[config.mk]
export PLATFORM = sky130hd
export DESIGN_NAME = prog_loader
export DESIGN_NICKNAME = d
export VERILOG_FILES = /design/src/rtl/prog_loader_pkg.sv /design/src/rtl/prog_loader.sv
export SDC_FILE = /design/constraint.sdc
export NUM_CORES = 1
export LEC_CHECK = 0
export BUFFER_PORTS_ARGS = -buffer_cell sky130_fd_sc_hd__buf_2
export CAP_MARGIN = 10
export CORE_ASPECT_RATIO = 1.75
export CORE_UTILIZATION = 55
export CTS_BUF_LIST = sky130_fd_sc_hd__clkbuf_16
export CTS_CLUSTER_DIAMETER = 200
export DETAILED_ROUTE_END_ITERATION = 12
export PLACE_DENSITY = 0.76
export SLEW_MARGIN = 20
export SYNTH_ARGS = -nofsm -noshare
export SYNTH_HDL_FRONTEND = slang
export SYNTH_SLANG_ARGS = --single-unit
[constraint.sdc]
create_clock -name clk -period 4 [get_ports clk]
set_clock_uncertainty 0.05 [all_clocks]
set_input_delay 0.4 -clock clk [delete_from_list [all_inputs] [get_ports clk]]
set_output_delay 0.4 -clock clk [all_outputs]
set_load 0.05 [all_outputs]
[src/rtl/prog_loader_pkg.sv]
// ============================================================================
// Module      : prog_loader_pkg
// Description : Shared types and constants for the byte-stream program loader.
// Revision    : 1.0 - initial release
// ============================================================================
`default_nettype none

package prog_loader_pkg;

  typedef enum logic [1:0] {
    IDLE    = 2'd0,
    LOAD    = 2'd1,
    RELEASE = 2'd2,
    RUN     = 2'd3
  } state_e;

  localparam logic PROG_MODE_WRITE = 1'b0;
  localparam logic PROG_MODE_RUN   = 1'b1;
  localparam int   WORD_BYTES      = 4;

endpackage

`default_nettype wire

[src/rtl/prog_loader.sv]
// ============================================================================
// Module      : prog_loader
// Description : Assembles a count-prefixed byte stream into 32-bit words, writes
//               them to instruction memory, then releases the core into run mode.
// Revision    : 1.0 - initial release
// ============================================================================
`default_nettype none

module prog_loader
  import prog_loader_pkg::*;
#(
  parameter int RELEASE_CYCLES = 2,
  parameter int TIMEOUT_CYCLES = 1000000
) (
  input  logic        clk,
  input  logic        reset,
  input  logic [7:0]  rx_data,
  input  logic        rx_valid,
  input  logic        reload,
  output logic [7:0]  Addr_Prog,
  output logic [31:0] Data_Prog,
  output logic        Prog_We,
  output logic        ProgMode,
  output logic        Core_reset,
  output logic        Busy,
  output logic        Done,
  output logic        Err
);

  localparam int                   c_TO_W      = $clog2(TIMEOUT_CYCLES + 1);
  localparam int                   c_REL_W     = $clog2(RELEASE_CYCLES + 1);
  localparam logic [c_TO_W-1:0]    c_TO_MAX    = c_TO_W'(TIMEOUT_CYCLES);
  localparam logic [c_TO_W-1:0]    c_TO_PRE    = c_TO_W'(TIMEOUT_CYCLES - 1);
  localparam logic [c_TO_W-1:0]    c_TO_ONE    = c_TO_W'(1);
  localparam logic [c_REL_W-1:0]   c_REL_LAST  = c_REL_W'(RELEASE_CYCLES - 1);
  localparam logic [c_REL_W-1:0]   c_REL_ONE   = c_REL_W'(1);
  localparam logic [1:0]           c_LAST_BYTE = 2'(WORD_BYTES - 1);

  state_e              r_state,      w_state;
  logic [7:0]          r_count,      w_count;
  logic [7:0]          r_word_cnt,   w_word_cnt;
  logic [1:0]          r_byte_idx,   w_byte_idx;
  logic [23:0]         r_asm,        w_asm;
  logic [c_TO_W-1:0]   r_idle_cnt,   w_idle_cnt;
  logic [c_REL_W-1:0]  r_rel_cnt,    w_rel_cnt;
  logic [7:0]          r_addr_prog,  w_addr_prog;
  logic [31:0]         r_data_prog,  w_data_prog;
  logic                r_prog_we,    w_prog_we;
  logic                r_prog_mode,  w_prog_mode;
  logic                r_core_reset, w_core_reset;
  logic                r_busy,       w_busy;
  logic                r_done,       w_done;
  logic                r_err,        w_err;

  always_ff @(posedge clk) begin
    if (reset) begin
      r_state      <= IDLE;
      r_count      <= 8'd0;
      r_word_cnt   <= 8'd0;
      r_byte_idx   <= 2'd0;
      r_asm        <= 24'd0;
      r_idle_cnt   <= '0;
      r_rel_cnt    <= '0;
      r_addr_prog  <= 8'd0;
      r_data_prog  <= 32'd0;
      r_prog_we    <= 1'b0;
      r_prog_mode  <= PROG_MODE_WRITE;
      r_core_reset <= 1'b1;
      r_busy       <= 1'b0;
      r_done       <= 1'b0;
      r_err        <= 1'b0;
    end else begin
      r_state      <= w_state;
      r_count      <= w_count;
      r_word_cnt   <= w_word_cnt;
      r_byte_idx   <= w_byte_idx;
      r_asm        <= w_asm;
      r_idle_cnt   <= w_idle_cnt;
      r_rel_cnt    <= w_rel_cnt;
      r_addr_prog  <= w_addr_prog;
      r_data_prog  <= w_data_prog;
      r_prog_we    <= w_prog_we;
      r_prog_mode  <= w_prog_mode;
      r_core_reset <= w_core_reset;
      r_busy       <= w_busy;
      r_done       <= w_done;
      r_err        <= w_err;
    end
  end

  always_comb begin
    w_state     = r_state;
    w_count     = r_count;
    w_word_cnt  = r_word_cnt;
    w_byte_idx  = r_byte_idx;
    w_asm       = r_asm;
    w_idle_cnt  = r_idle_cnt;
    w_rel_cnt   = r_rel_cnt;
    w_addr_prog = r_addr_prog;
    w_data_prog = r_data_prog;
    w_prog_we   = 1'b0;
    w_err       = r_err;

    case (r_state)
      IDLE: begin
        if (rx_valid) begin
          if (rx_data != 8'd0) begin
            w_count    = rx_data;
            w_err      = 1'b0;
            w_word_cnt = 8'd0;
            w_byte_idx = 2'd0;
            w_idle_cnt = '0;
            w_state    = LOAD;
          end else begin
            w_err = 1'b1;
          end
        end
      end
      LOAD: begin
        // Word counter reaches N only in the cycle the last write is on the bus.
        if (r_word_cnt == r_count) begin
          w_rel_cnt = '0;
          w_state   = RELEASE;
        end else if (r_idle_cnt == c_TO_MAX) begin
          w_state = IDLE;
        end else if (rx_valid) begin
          w_asm      = {r_asm[15:0], rx_data};
          w_byte_idx = r_byte_idx + 2'd1;
          w_idle_cnt = '0;
          if (r_byte_idx == c_LAST_BYTE) begin
            w_data_prog = {r_asm, rx_data};
            w_addr_prog = r_word_cnt;
            w_prog_we   = 1'b1;
            w_word_cnt  = r_word_cnt + 8'd1;
          end
        end else begin
          w_idle_cnt = r_idle_cnt + c_TO_ONE;
          if (r_idle_cnt == c_TO_PRE) begin
            w_err = 1'b1;
          end
        end
      end
      RELEASE: begin
        if (r_rel_cnt == c_REL_LAST) begin
          w_state = RUN;
        end else begin
          w_rel_cnt = r_rel_cnt + c_REL_ONE;
        end
      end
      RUN: begin
        if (reload) begin
          w_state = IDLE;
        end
      end
      default: w_state = IDLE;
    endcase

    // Mode outputs follow the upcoming state so they change on the transition edge.
    w_prog_mode  = (w_state == RELEASE || w_state == RUN) ? PROG_MODE_RUN : PROG_MODE_WRITE;
    w_core_reset = (w_state != RUN);
    w_busy       = (w_state == LOAD || w_state == RELEASE);
    w_done       = (w_state == RUN);
  end

  assign Addr_Prog  = r_addr_prog;
  assign Data_Prog  = r_data_prog;
  assign Prog_We    = r_prog_we;
  assign ProgMode   = r_prog_mode;
  assign Core_reset = r_core_reset;
  assign Busy       = r_busy;
  assign Done       = r_done;
  assign Err        = r_err;

endmodule

`default_nettype wire
* Word-level counts from Yosys, hierarchy flattened
Index checks and enable logic that the tools add are counted.
** Storage, ports and cells
- Logic and storage cells :: 98
- Output and inout port bits :: 46
- Bits of input ports :: 12
- Flip-flop bits (word level) :: 112
** Operators by class
- Add/sub/neg operators :: 4
- Mux-type cells :: 38
- Bitwise operators :: 4
- Reduce and logical (&&, ||, !) cells :: 15
- Eq/ne operators :: 22
** Operators by type and width (count)
- 2-to-1 mux 20 bit :: 5
- 2-to-1 mux 8 bit :: 6
- == test 20 bit, second input constant :: 2
- one-hot mux 20 bit (2 select lines) :: 1
- 2-to-1 mux 2 bit :: 13
- != test 2 bit, second input constant :: 11
- adder 20 x 1 -> 20 bit, second input constant :: 1
- one-hot mux 8 bit (2 select lines) :: 1
- AND reduction 6 bit :: 2
- == test 2 bit, second input constant :: 5
- AND reduction 5 bit :: 2
- adder 8 x 1 -> 8 bit, second input constant :: 1
- == test 8 bit :: 1
- 2-to-1 mux 1 bit :: 8
- one-hot mux 2 bit (2 select lines) :: 2
- one-hot mux 2 bit (4 select lines) :: 1
- nonzero test 8 bit :: 1
- AND reduction 7 bit :: 1
- == test 2 x 1 -> 1 bit, second input constant :: 3
- AND reduction 3 bit :: 2
- OR reduction 5 bit :: 1
- adder 2 x 1 -> 2 bit, second input constant :: 2
- NOT 1 bit :: 4
- AND reduction 4 bit :: 1
- 4 further kinds :: 6

* Depth between registers and ports, before layout
Gate-level depths: netlist of the first run.
- Word-level depth :: 7
- Depth in mapped cells :: 11
- Depth with buffers taken out :: 10

* Worst setup path before layout of the first run
No wires, ideal clock.
- Path type :: flip-flop to flip-flop
- From :: register r_idle_cnt[7]
- To :: register r_busy, in the netlist Busy
- Buffers on the path :: 2
- Arrival :: 2.121 ns
- Data required time :: 3.824 ns
- Cell stages (with the launch flop) :: 11
- Period minus slack after synthesis :: 2.297 ns
- Path slack :: 1.703 ns
- Setup time :: 0.126 ns
- Cell sequence :: dfxtp_1 buf_6 nor4b_2 nand4_1 or4_1 buf_2 nand2_1 o21a_1 inv_1 ha_1 nor2b_1
** On the way
- Cells in the longest elaborated chain, start to end :: 6
** Ends and longest elaborated chain
- from (decl) :: RTL line prog_loader.sv:44 : logic [c_TO_W-1:0] r_idle_cnt, w_idle_cnt;
- from (signal assigned) :: RTL line prog_loader.sv:78 : r_idle_cnt <= w_idle_cnt;
- == test 20 bit (*) :: RTL line prog_loader.sv:124 : end else if (r_idle_cnt == c_TO_MAX) begin
- 2-to-1 mux 2 bit (*) :: RTL line prog_loader.sv:124
- 2-to-1 mux 2 bit (*) :: RTL line prog_loader.sv:121 : if (r_word_cnt == r_count) begin
- one-hot mux 2 bit (4 select lines) (*) :: RTL line prog_loader.sv:104 : case (r_state)
- named net w_state[0] :: RTL line prog_loader.sv:39 : state_e r_state, w_state;
- == test 2 x 1 -> 1 bit or == test 2 bit (tied branches) :: RTL line prog_loader.sv:161 : w_busy = (w_state == LOAD || w_state == RELEASE);
- logical OR 1 bit (*) :: RTL line prog_loader.sv:161
- named net w_busy :: RTL line prog_loader.sv:51 : logic r_busy, w_busy;
- to (signal assigned) :: RTL line prog_loader.sv:85 : r_busy <= w_busy;
- to (decl) :: RTL line prog_loader.sv:51
Mark *: on every way through the listed nets, which the timed path passes. The rest lies on a longest branch.
A chain may end at the register's enable or synchronous reset.

* Final worst setup path of the first run
- From :: register r_idle_cnt[7]
- To :: register r_data_prog[10], in the netlist Data_Prog[10]
** On the way
- Cells in the longest elaborated chain, start to end :: 3
** Ends and longest elaborated chain
- == test 20 bit :: RTL line prog_loader.sv:124
- NOT 1 bit (no source line)
- AND reduction 5 bit (no source line)
- to (signal assigned) :: RTL line prog_loader.sv:81 : r_data_prog <= w_data_prog;
- to (decl) :: RTL line prog_loader.sv:47 : logic [31:0] r_data_prog, w_data_prog;
No other way between the ends.

==> results of run 1 <==
-- cells in the mapped netlist (2+ instances only) --
master / number / area share
mux2i_1: 66 / 0.14
or2_2: 2 / 0.0026
o21ai_1: 9 / 0.0095
ha_1: 8 / 0.021
o21a_1: 2 / 0.0032
nor4_1: 7 / 0.0093
nor3_1: 3 / 0.0032
and4_1: 2 / 0.0037
a31oi_1: 8 / 0.011
nand2_1: 33 / 0.026
and2_1: 8 / 0.011
or4_1: 2 / 0.0032
nor2_1: 92 / 0.073
clkbuf_1: 17 / 0.013
dfxtp_1: 112 / 0.47
a211oi_1: 2 / 0.0032
a21oi_1: 20 / 0.021
nand2b_1: 8 / 0.011
xor2_1: 8 / 0.015
buf_4: 4 / 0.0064
o21ai_0: 31 / 0.033
buf_6: 4 / 0.0095
o31ai_1: 5 / 0.0079
buf_2: 2 / 0.0021
nand3_1: 18 / 0.019
nor2b_1: 4 / 0.0053
and3_1: 8 / 0.011
nand4_1: 8 / 0.011
inv_1: 8 / 0.0064
-- metal layers --
metal  vias up  global-route usage
li1       1890                   -
met1      1810              0.2637
met2        89              0.4552
met3        18             0.03560
met4         0              0.1234
met5         -                   0
-- cell families (layout without fill, tap and decap cells) --
group | after synthesis | count (layout) | synth area share
AO/OA/AOI/OAI | 86 | 86 | 0.1104
adder cells (fa/ha/maj) | 8 | 8 | 0.02118
AND/OR/NAND/NOR | 201 | 201 | 0.2009
flip-flops | 112 | 112 | 0.4743
XOR/XNOR | 8 | 8 | 0.01482
multiplexers | 66 | 66 | 0.1398
buffers and inverters | 36 | 85 | 0.03864
-- worst max path at each step --
stage,from,end,depth (start not counted)
final,r_idle_cnt[7],Data_Prog[10],7
after global routing,r_idle_cnt[7],Data_Prog[10],7
after CTS,r_idle_cnt[7],Data_Prog[10],7
after detailed placement,r_idle_cnt[7],Data_Prog[10],7
after global placement,r_idle_cnt[7],Data_Prog[26],7
after floorplan,r_idle_cnt[7],Busy,10
-- flip-flops by register name (all words and copies together) (netlist names) --
register / flops
Data_Prog: 32
r_asm: 24
r_idle_cnt: 20
Addr_Prog: 8
r_count: 8
r_word_cnt: 8
r_byte_idx: 2
r_rel_cnt: 2
r_state: 2
Busy: 1
Core_reset: 1
Done: 1
Err: 1
ProgMode: 1
Prog_We: 1
-- layout make-up --
| type | instances | share of cell area |
|---|---|---|
| clock buffer | 9 | 0.04211 |
| clock inverter | 7 | 0.01427 |
| inverter | 9 | 0.006316 |
| multi-input combinational | 369 | 0.4313 |
| sequential | 112 | 0.4192 |
| tap | 115 | 0.02690 |
| timing repair buffer | 60 | 0.05988 |
-- critical path, cell delays in order, from the launching register on --
cell	delay (ns)
dfxtp_1	0.38
nor4b_2	0.30
nand4_1	0.15
or4_1	0.69
nand3_2	0.53
buf_12	0.28
mux2i_1	0.23
nor2_1	0.05
-- stage by stage --
stage | util | setup WS (ns)
floorplan | - | 1.703
global placement | 0.6072 | 1.245
detailed placement | 0.6072 | 1.177
CTS | 0.6434 | 1.168
global route | 0.6434 | 0.9615
finish | 0.6434 | 1.169
-- power breakdown --
group          switching [uW]  internal, uW
Clock                     416           493
Combinational             147          68.0
Sequential               22.5          1140
==> qor.txt, run 1 <==
ROUTING
-----------------------------------------------------------------------------------------------
Detailed-routing wirelength on met1 ..............................................     3.884 mm
Routed wire per std cell .........................................................     15.41 um
Post-detailed-route via-to-cell ratio ............................................        5.590
Number of DRC violations after detailed-routing iteration 0 ......................          153
Residual antenna-violating net count after detailed routing ......................            0
DRC Markers ......................................................................            0
Count of vias placed by the detailed router ......................................        3,807
Total length of routed met2 wires ................................................     5.927 mm
Met3 Routed Length ...............................................................       404 um
Number of optimization iterations in the first detailed-route pass ...............            4
Highest metal layer with signal wires ............................................         met4
Final wirelength .................................................................     10.50 mm

PWR
-----------------------------------------------------------------------------------------------
Power density normalized to cell area ............................................ 426.9 nW/um^2
Static leakage power .............................................................  0.002632 uW
Pwr Total ........................................................................      2283 uW
Max rail drop VDD ................................................................  0.0003648 V

FLOORPLANNING
-----------------------------------------------------------------------------------------------
Number of ports placed on the die boundary .......................................           58
FP Rows ..........................................................................           44
Height of the die ................................................................     124.6 um
Area of the die ..................................................................   8984 sq um
Area of the core .................................................................   8313 sq um
Effective utilization at floorplan ...............................................       0.5686
Horizontal extent of the die .....................................................     72.08 um

JOB
-----------------------------------------------------------------------------------------------
Number of max-cap violations .....................................................            0

CLOCKING
-----------------------------------------------------------------------------------------------
Clock root buffer ................................................................    clkbuf_16
H-tree depth reported by CTS .....................................................            3
Clock tree from TritonCTS ........................................................        built
Clock buffers created by TritonCTS ...............................................            9
Clock input transition at the sequential cells of the worst setup and hold paths .      0.07 ns
Clock sinks ......................................................................          112
Number of buffers on the longest clock path ......................................            2
Worst skew pair latency ..........................................................      0.35 ns
CTS Hold Buffers Added ...........................................................            0
Post_cts resized .................................................................            0
Setup Buffers After CTS ..........................................................            0

FINISH
-----------------------------------------------------------------------------------------------
Antenna diodes ...................................................................            0
Number of nets in the finished design ............................................          581
Seq. cell area ...................................................................   2242 sq um
Layout overhead on the synthesized area ..........................................       13.16%
Most frequent cells in the layout ................................................ dfxtp_1 (112), nor2_1 (92), mux2i_1 (66)
Final cell area excluding filler cells ...........................................   5349 sq um
Total area of multi-input combinational cells ....................................   2307 sq um
Filler cells .....................................................................          674
Most common cell after layout, fill and taps aside ...............................      dfxtp_1
Layout cells sized above 1 .......................................................       0.1502
Final non-filler cell total ......................................................          681

STA
-----------------------------------------------------------------------------------------------
Final TNS setup ..................................................................         0 ns
Final setup violation count ......................................................            0
Transition time of the tightest slew-check pin ...................................     1.049 ns
Fmax achieved ....................................................................    353.3 MHz
Final Hold Slack .................................................................    0.2770 ns
Total count of max-transition violations in the final report .....................            0
Count of final hold-check violations .............................................            0
Shortest clock period the worst path allows after layout .........................     2.831 ns
Unrepaired setup endpoints after global routing ..................................           no
Final cycle utilization of the critical path .....................................       0.7076
Worst slew margin ................................................................       0.2988

PLACEMENT
-----------------------------------------------------------------------------------------------
Count of buffers inserted at the top-level ports .................................           57
Area of placed instances .........................................................   5047 sq um
Post-Place Cells .................................................................          665
Global placer's final weighted congestion ........................................       0.9152
Final HPWL from detailed placement ...............................................     7.548 mm

CRITICAL PATH
-----------------------------------------------------------------------------------------------
Worst reg2reg path startpoint .................................................... r_idle_cnt[7]
Crit Path Max Fanout .............................................................           24
Category of the worst setup path capture point ...................................     register
Cells on worst reg2reg path ......................................................            7
Setup CP Type ....................................................................   reg -> reg
Setup crit start kind ............................................................     register
Capturing point of the worst reg2reg path ........................................ Data_Prog[10]
Arrival time at the worst endpoint ...............................................      3.00 ns
R2r setup slk ....................................................................      1.17 ns
Required time of the critical path ...............................................      4.17 ns

LOGIC SYNTHESIS
-----------------------------------------------------------------------------------------------
Synth Instances ..................................................................          517
Sequential element share of the synthesized area .................................       0.4743
Mapped cell area .................................................................   4727 sq um
Count of synthesis-stage warnings from yosys .....................................            0
Synthesized area divided by synthesized cell count ...............................  9.143 sq um
EDFF count, synth ................................................................            0
Dominant synthesized flop cell ...................................................      dfxtp_1
Total of flip-flops plus latches after synthesis .................................          112
Netlist cell types ...............................................................           45
Async set-or-reset flop fraction in the synthesized netlist ......................            0
Syn_nets .........................................................................          537

GLOBAL ROUTING
-----------------------------------------------------------------------------------------------
Aggregate global routing overflow ................................................            0
Via count of the first global-routing pass .......................................        3,711
Pin count of the biggest net entering global routing .............................           69
Global Route Usage Sum ...........................................................       0.2474
Initial antenna violation count ..................................................            0
Global-route wire length before repair ...........................................     17.47 mm

WORST HOLD PATH
-----------------------------------------------------------------------------------------------
Worst Hold Depth .................................................................            3
Launch point of the worst hold path ..............................................   rx_data[3]
Hold/Removal Path Class ..........................................................    in -> reg
Capture endpoint of the worst hold path ..........................................   r_count[3]

STATUS
-----------------------------------------------------------------------------------------------
Result of the run ................................................................ finished, final reports clean

Power figures use the tool's default switching activity.
==> run 2: changes to the inputs <==
- ABC_AREA: default -> 1
- CORE_UTILIZATION: 55 -> 53
- clock period: 4 -> 2.5 ns (I/O delays scaled with it)
==> qor.txt, run 2 <==
LOGIC SYNTHESIS
-----------------------------------------------------------------------------------------------
Async set-or-reset flop fraction in the synthesized netlist ......................            0   unchanged
Cell type with the largest total area after synthesis ............................      dfxtp_1   unchanged
Dominant synthesized flop cell ...................................................      dfxtp_1   unchanged
Count of synthesis-stage warnings from yosys .....................................            0   unchanged
Post-Synth XOR/XNOR Area .........................................................     0.008193   was 0.01482
Synth Instances ..................................................................          753   was 517
EDFF count, synth ................................................................            0   unchanged
Synth area leaders ............................................................... dfxtp_1 (42%), nand2_1 (11%), nor2_1 (11%)   was dfxtp_1 (47%), mux2i_1 (14%), nor2_1 (7.3%)
Fraction of synthesized cell area taken by the top area cell type ................       0.4195   was 0.4743
Combinational family with the most area after synthesis .......................... simple AND/OR/NAND/NOR gates   unchanged
Netlist cell types ...............................................................           36   was 45
Syn_nets .........................................................................          773   was 537
Total of flip-flops plus latches after synthesis .................................          112   unchanged
Mapped cell area .................................................................   5345 sq um   was 4727 sq um
Synthesized-area fraction occupied by ao, oa, aoi and oai cells ..................       0.1138   was 0.1104
Fraction of the mapped netlist area in adder cells ...............................      0.01873   was 0.02118
Post-Synth Simple-Gate Area ......................................................       0.3577   was 0.2009
Most instantiated library cell after synthesis ...................................      nand2_1   was dfxtp_1
Synthesized area divided by synthesized cell count ...............................  7.098 sq um   was 9.143 sq um
Sequential element share of the synthesized area .................................       0.4195   was 0.4743
Mux cell area share after synthesis ..............................................            0   was 0.1398
Most instantiated cells after synthesis .......................................... nand2_1 (152), nor2_1 (151), dfxtp_1 (112), nand3_1 (61), inv_1 (53)   was dfxtp_1 (112), nor2_1 (92), mux2i_1 (66), nand2_1 (33), o21ai_0 (31)

CRITICAL PATH
-----------------------------------------------------------------------------------------------
Crit Path Max Fanout .............................................................           26   was 24
Crit-path slowest cell ...........................................................      dfxtp_1   was or4_1
Cell with the most instances on the worst path ...................................        inv_1
Crit-path leading delay family ................................................... simple AND/OR/NAND/NOR gates   unchanged
Delay of the slowest cell on the worst path ......................................      0.34 ns   was 0.69 ns
Setup CP Type ....................................................................   reg -> reg   unchanged
Category of the worst setup path capture point ...................................     register   unchanged
Setup crit start kind ............................................................     register   unchanged
Arrival time at the worst endpoint ...............................................      2.38 ns   was 3.00 ns
Worst path cell trace ............................................................ inv_1 -> ha_1 -> nand3_1 -> nor2_1 -> nand3_2 -> and2_4 -> nand2_1 -> nand2_1 -> nand3_1 -> inv_1 -> ha_1 -> inv_1 -> nor2_1   was nor4b_2 -> nand4_1 -> or4_1 -> nand3_2 -> buf_12 -> mux2i_1 -> nor2_1
Worst Path Buf+Inv ...............................................................            3   was 1
Required time of the critical path ...............................................      2.67 ns   was 4.17 ns

STA
-----------------------------------------------------------------------------------------------
Final cycle utilization of the critical path .....................................       0.8842   was 0.7076
Min setup slack post-route .......................................................    0.2895 ns   was 1.169 ns
Final setup violation count ......................................................            0   unchanged
Worst slew margin ................................................................       0.5815   was 0.2988
Final Hold Slack .................................................................    0.1273 ns   was 0.2770 ns
Transition time of the tightest slew-check pin ...................................    0.6278 ns   was 1.049 ns
Total count of max-transition violations in the final report .....................            0   unchanged
Unrepaired setup endpoints after global routing ..................................           no   unchanged
Final TNS setup ..................................................................         0 ns   unchanged
Shortest clock period the worst path allows after layout .........................     2.210 ns   was 2.831 ns
Count of final hold-check violations .............................................            0   unchanged
Fmax achieved ....................................................................    452.4 MHz   was 353.3 MHz

CLOCKING
-----------------------------------------------------------------------------------------------
Clock sinks ......................................................................          112   unchanged
Setup Buffers After CTS ..........................................................            0   unchanged
CTS Hold Buffers Added ...........................................................            0   unchanged
Post_cts resized .................................................................            0   unchanged
Clock input transition at the sequential cells of the worst setup and hold paths .      0.08 ns   was 0.07 ns
Worst skew pair latency ..........................................................      0.35 ns   about the same
Clock buffers created by TritonCTS ...............................................            9   unchanged
H-tree depth reported by CTS .....................................................            3   unchanged
Clock root buffer ................................................................    clkbuf_16   unchanged
Number of buffers on the longest clock path ......................................            2   unchanged
Clock tree from TritonCTS ........................................................        built   unchanged

ROUTING
-----------------------------------------------------------------------------------------------
Final wirelength .................................................................     12.86 mm   was 10.50 mm
Residual antenna-violating net count after detailed routing ......................            0   unchanged
DRC Markers ......................................................................            0   unchanged
Number of optimization iterations in the first detailed-route pass ...............            5   was 4
Number of DRC violations after detailed-routing iteration 0 ......................          325   was 153
Post-detailed-route via-to-cell ratio ............................................        5.413   was 5.590
Count of vias placed by the detailed router ......................................        4,991   was 3,807
Routed wire per std cell .........................................................     13.95 um   was 15.41 um

PWR
-----------------------------------------------------------------------------------------------
Static leakage power .............................................................  0.002590 uW   was 0.002632 uW
Fraction of power consumed by sequential logic ...................................        0.479   was 0.508
Proportion of power drawn by combinational gates .................................        0.181   was 0.094
Pwr Total ........................................................................      4089 uW   was 2283 uW
Max rail drop VDD ................................................................  0.0004741 V   was 0.0003648 V
Power density normalized to cell area ............................................ 690.6 nW/um^2   was 426.9 nW/um^2
Internal power of the cells ......................................................      2781 uW   was 1698 uW
Clock share of power .............................................................        0.341   was 0.398
Total net switching power ........................................................      1308 uW   was 585.6 uW
Switching share of total power ...................................................       0.3198   was 0.2564

STATUS
-----------------------------------------------------------------------------------------------
Result of the run ................................................................ finished, final reports clean   unchanged

PLACEMENT
-----------------------------------------------------------------------------------------------
Count of buffers inserted at the top-level ports .................................           57   unchanged
Global placer's final weighted congestion ........................................       0.8896   was 0.9152
Post-place setup slack ...........................................................    0.3105 ns   was 1.177 ns
Final HPWL from detailed placement ...............................................     9.142 mm   was 7.548 mm

GLOBAL ROUTING
-----------------------------------------------------------------------------------------------
Via count of the first global-routing pass .......................................        4,724   was 3,711
Global Route Usage Sum ...........................................................       0.2563   was 0.2474
Initial antenna violation count ..................................................            0   unchanged
Pin count of the biggest net entering global routing .............................           52   was 69
Global-route wire length before repair ...........................................     21.46 mm   was 17.47 mm
Aggregate global routing overflow ................................................            0   unchanged

FLOORPLANNING
-----------------------------------------------------------------------------------------------
Area of the die .................................................................. 10,510 sq um   was 8984 sq um
Area of the core .................................................................   9849 sq um   was 8313 sq um
Horizontal extent of the die .....................................................     77.92 um   was 72.08 um
Effective utilization at floorplan ...............................................       0.5427   was 0.5686
Number of ports placed on the die boundary .......................................           58   unchanged
FP Rows ..........................................................................           48   was 44
Height of the die ................................................................     134.9 um   was 124.6 um

WORST HOLD PATH
-----------------------------------------------------------------------------------------------
Hold/Removal Path Class ..........................................................    in -> reg   unchanged

JOB
-----------------------------------------------------------------------------------------------
Number of max-cap violations .....................................................            0   unchanged

FINISH
-----------------------------------------------------------------------------------------------
Layout cells sized above 1 .......................................................       0.1769   was 0.1502
Antenna diodes ...................................................................            0   unchanged
Most common cell after layout, fill and taps aside ...............................      nand2_1   was dfxtp_1
Most frequent cells in the layout ................................................ nand2_1 (152), nor2_1 (151), dfxtp_1 (112)   was dfxtp_1 (112), nor2_1 (92), mux2i_1 (66)
Layout overhead on the synthesized area ..........................................       10.77%   was 13.16%
Number of nets in the finished design ............................................          812   was 581
Filler cells .....................................................................          930   was 674
Flip-flop count of the largest register, all copies and words added ..............           32   unchanged

[run 2: tightest hold or removal path: stages]
cell	delay, ns
buf_2	0.14
nand2_1	0.06
nand2_1	0.05
[run 2: per-layer routing]
layer  global-route usage  wire length (um)  vias up
met2               0.4700              6851      124
li1                     -                 -     2490
met5                    0                 0        -
met4               0.1461               492        0
met3              0.03649               412       37
met1               0.2771              5103     2340
[run 2: final timing paths]
kind / slack, ns / endpoint / cells past startpoint / start
max reg2reg: 0.29 / Busy / 13 / r_idle_cnt[0]
min: 0.13 / Data_Prog[3] / 3 / rx_data[3]
min reg2reg: 0.42 / r_asm[21] / 2 / r_asm[21]
max: 0.29 / Busy / 13 / r_idle_cnt[0]
[run 2: layout make-up]
cell class                 instances  area (sq um)  area share
sequential                       112          2242      0.3787
clock buffer                       9         225.2     0.03804
tap                              125         156.4     0.02642
timing repair buffer              63         342.8     0.05790
multi-input combinational        547          2664      0.4499
clock inverter                     7         63.81     0.01078
inverter                          59         226.5     0.03825
[run 2: logic make-up after synthesis]
family,count (synthesis)
compound gates,105
xor+xnor,5
fa+ha+maj,8
buf+inv,94
flops,112
simple gates,429
[run 2: power by group through the flow]
stage / combinational, uW / clock (uW) / sequential, uW
final: 738 / 1390 / 1960
after global routing: 822 / 1480 / 1970
after CTS: 735 / 1420 / 1960
after detailed placement: 733 / 0 / 2000
after global placement: 707 / 0 / 1990
after floorplan: 554 / 0 / 2040
[run 2: through the flow]
stage          cell area, sq um  cells  utilization
3_3_place_gp               5632    906       0.5718
4_1_cts                    5921    922       0.6011
3_5_place_dp               5632    906       0.5718
2_1_floorplan              5345    753            -
6_report                   5921    922       0.6011
5_1_grt                    5921    922       0.6011
==> run 3: changes to the inputs <==
- ABC_AREA: 1 -> default
- CORE_UTILIZATION: 53 -> 52
- PLACE_DENSITY: 0.76 -> 0.75
==> qor.txt, run 3 (synthesized netlist as in run 1, its figures left out) <==
STATUS
-----------------------------------------------------------------------------------------------
Result of the run ................................................................ finished, final reports clean   unchanged

FINISH
-----------------------------------------------------------------------------------------------
Antenna diodes ...................................................................            0   unchanged
Most frequent cells in the layout ................................................ dfxtp_1 (112), nor2_1 (92), mux2i_1 (65)   was nand2_1 (152), nor2_1 (151), dfxtp_1 (112)
Layout overhead on the synthesized area ..........................................       19.51%   was 10.77%
Number of nets in the finished design ............................................          608   was 812
Most common cell after layout, fill and taps aside ...............................      dfxtp_1   was nand2_1
Final non-filler cell total ......................................................          710   was 922
Layout cells sized above 1 .......................................................       0.1922   was 0.1769
Flip-flop count of the largest register, all copies and words added ..............           32   unchanged

STA
-----------------------------------------------------------------------------------------------
Total count of max-transition violations in the final report .....................            0   unchanged
Final cycle utilization of the critical path .....................................       0.9522   was 0.8842
Fmax achieved ....................................................................    420.1 MHz   was 452.4 MHz
Shortest clock period the worst path allows after layout .........................     2.380 ns   was 2.210 ns
Worst slew margin ................................................................       0.6541   was 0.5815
Final setup violation count ......................................................            0   unchanged
Unrepaired setup endpoints after global routing ..................................           no   unchanged
Transition time of the tightest slew-check pin ...................................    0.5173 ns   was 0.6278 ns
Final TNS setup ..................................................................         0 ns   unchanged
Count of final hold-check violations .............................................            0   unchanged

PWR
-----------------------------------------------------------------------------------------------
Clock share of power .............................................................        0.403   was 0.341
Power density normalized to cell area ............................................ 666.4 nW/um^2   was 690.6 nW/um^2
Max rail drop VDD ................................................................  0.0005940 V   was 0.0004741 V
Fraction of power consumed by sequential logic ...................................        0.491   was 0.479
Switching share of total power ...................................................       0.2645   was 0.3198
Static leakage power .............................................................  0.002798 uW   was 0.002590 uW
Internal power of the cells ......................................................      2769 uW   was 2781 uW
Proportion of power drawn by combinational gates .................................        0.106   was 0.181
Total net switching power ........................................................     995.6 uW   was 1308 uW

CRITICAL PATH
-----------------------------------------------------------------------------------------------
Worst Path Buf+Inv ...............................................................            2   was 3
R2r setup slk ....................................................................      0.12 ns   was 0.29 ns
Crit-path leading delay family ................................................... simple AND/OR/NAND/NOR gates   unchanged
Crit Path Max Fanout .............................................................            9   was 26
Crit-path slowest cell ...........................................................        or4_1   was dfxtp_1
Setup CP Type ....................................................................   reg -> reg   unchanged
Setup crit start kind ............................................................     register   unchanged
Worst reg2reg path startpoint .................................................... r_idle_cnt[7]   was r_idle_cnt[0]
Cells on worst reg2reg path ......................................................            8   was 13
Required time of the critical path ...............................................      2.67 ns   about the same
Worst path cell trace ............................................................ nor4b_2 -> nand4_1 -> or4_1 -> buf_4 -> nand3_4 -> buf_12 -> mux2i_2 -> nor2_1   was inv_1 -> ha_1 -> nand3_1 -> nor2_1 -> nand3_2 -> and2_4 -> nand2_1 -> nand2_1 -> nand3_1 -> inv_1 -> ha_1 -> inv_1 -> nor2_1
Delay of the slowest cell on the worst path ......................................      0.51 ns   was 0.34 ns
Capturing point of the worst reg2reg path ........................................ Data_Prog[24]   was Busy
Arrival time at the worst endpoint ...............................................      2.55 ns   was 2.38 ns
Category of the worst setup path capture point ...................................     register   unchanged

GLOBAL ROUTING
-----------------------------------------------------------------------------------------------
Global-route wire length before repair ...........................................     18.67 mm   was 21.46 mm
Aggregate global routing overflow ................................................            0   unchanged
Pin count of the biggest net entering global routing .............................           52   unchanged
Global Route Usage Sum ...........................................................       0.2634   was 0.2563
Initial antenna violation count ..................................................            0   unchanged
Via count of the first global-routing pass .......................................        4,018   was 4,724

ROUTING
-----------------------------------------------------------------------------------------------
DRC Markers ......................................................................            0   unchanged
Number of DRC violations after detailed-routing iteration 0 ......................          182   was 325
Count of vias placed by the detailed router ......................................        4,005   was 4,991
Number of optimization iterations in the first detailed-route pass ...............            4   was 5
Final wirelength .................................................................     11.99 mm   was 12.86 mm
Post-detailed-route via-to-cell ratio ............................................        5.641   was 5.413
Residual antenna-violating net count after detailed routing ......................            0   unchanged
Routed wire per std cell .........................................................     16.88 um   was 13.95 um

CLOCKING
-----------------------------------------------------------------------------------------------
Number of buffers on the longest clock path ......................................            2   unchanged
H-tree depth reported by CTS .....................................................            3   unchanged
Setup Buffers After CTS ..........................................................            0   unchanged
Clock input transition at the sequential cells of the worst setup and hold paths .      0.08 ns   about the same
Clock sinks ......................................................................          112   unchanged
Clock root buffer ................................................................    clkbuf_16   unchanged
Worst skew pair latency ..........................................................      0.35 ns   about the same
Clock tree from TritonCTS ........................................................        built   unchanged
Clock buffers created by TritonCTS ...............................................            9   unchanged
CTS Hold Buffers Added ...........................................................            0   unchanged

JOB
-----------------------------------------------------------------------------------------------
Number of max-cap violations .....................................................            0   unchanged

PLACEMENT
-----------------------------------------------------------------------------------------------
Post-Place Cells .................................................................          692   was 906
Global placer's final weighted congestion ........................................       0.8635   was 0.8896
Final HPWL from detailed placement ...............................................     8.482 mm   was 9.142 mm
Count of buffers inserted at the top-level ports .................................           57   unchanged

WORST HOLD PATH
-----------------------------------------------------------------------------------------------
Worst Hold Depth .................................................................            3   unchanged
Launch point of the worst hold path ..............................................   rx_data[4]   was rx_data[3]
Hold/Removal Path Class ..........................................................    in -> reg   unchanged
Capture endpoint of the worst hold path ..........................................   r_count[4]   was Data_Prog[3]

FLOORPLANNING
-----------------------------------------------------------------------------------------------
Number of ports placed on the die boundary .......................................           58   unchanged
Area of the core .................................................................   8727 sq um   was 9849 sq um
Effective utilization at floorplan ...............................................       0.5416   was 0.5427
Area of the die ..................................................................   9491 sq um   was 10,510 sq um
Height of the die ................................................................     128.1 um   was 134.9 um
FP Rows ..........................................................................           45   was 48
Horizontal extent of the die .....................................................     74.08 um   was 77.92 um

-- run 3: worst max path at each step --
| stage | startpoint | endpoint | slack (ns) | cells past startpoint |
|---|---|---|---|---|
| 2_1_floorplan | r_idle_cnt[7] | Busy | 0.20 | 10 |
| 3_3_place_gp | rx_data[7] | Busy | 0.15 | 9 |
| 3_5_place_dp | r_idle_cnt[7] | Data_Prog[0] | 0.09 | 8 |
| 4_1_cts | r_idle_cnt[7] | Data_Prog[24] | 0.02 | 8 |
| 5_1_grt | r_idle_cnt[7] | r_asm[8] | 0.01 | 8 |
| 6_report | r_idle_cnt[7] | Data_Prog[24] | 0.12 | 8 |
-- run 3: layout make-up --
| class | instances | area [sq um] |
|---|---|---|
| Multi-Input combinational cell | 369 | 2320 |
| Fill cell | 701 | 3078 |
| Sequential cell | 112 | 2242 |
| Clock inverter | 7 | 98.84 |
| Inverter | 9 | 33.78 |
| Tap cell | 117 | 146.4 |
| Timing Repair Buffer | 87 | 583.1 |
| Clock buffer | 9 | 225.2 |
-- run 3: timing repair --
item | 4_1_cts | 5_1_grt
gates resized for setup | 0 | 3
endpoints found under the hold margin | 0 | 0
setup endpoints to repair | 0 | 20
-- run 3: power by group through the flow --
stage	logic (uW)	registers (uW)	clock network, uW
6_report	400	1850	1520
5_1_grt	439	1850	1600
4_1_cts	399	1850	1530
3_5_place_dp	397	1890	0
3_3_place_gp	385	1890	0
2_1_floorplan	243	1910	0
-- run 3: routing by layer --
layer / GRT usage / wire length, um / vias up
li1: - / - / 1949
met1: 0.2577 / 4198 / 1923
met2: 0.4973 / 6892 / 93
met3: 0.04481 / 322 / 40
met4: 0.1471 / 575 / 0
met5: 0 / 0 / -
-- run 3: per-stage QoR --
stage | total power (uW) | utilization | instance area, sq um | hold WS (ns) | worst slack, ns
after floorplan | 2158 | - | 4727 | 0.3360 | 0.2026
after global placement | 2273 | 0.6030 | 5263 | 0.4057 | 0.1506
after detailed placement | 2287 | 0.6030 | 5263 | 0.4107 | 0.09385
after CTS | 3776 | 0.6401 | 5587 | 0.1210 | 0.02067
after global routing | 3894 | 0.6473 | 5649 | 0.1295 | 0.01117
final | 3765 | 0.6473 | 5649 | 0.1246 | 0.1195
-- run 3: tightest hold or removal path, cell delays in order --
cell and delay [ns]:
buf_2 0.12, nand2_1 0.05, a21oi_1 0.05
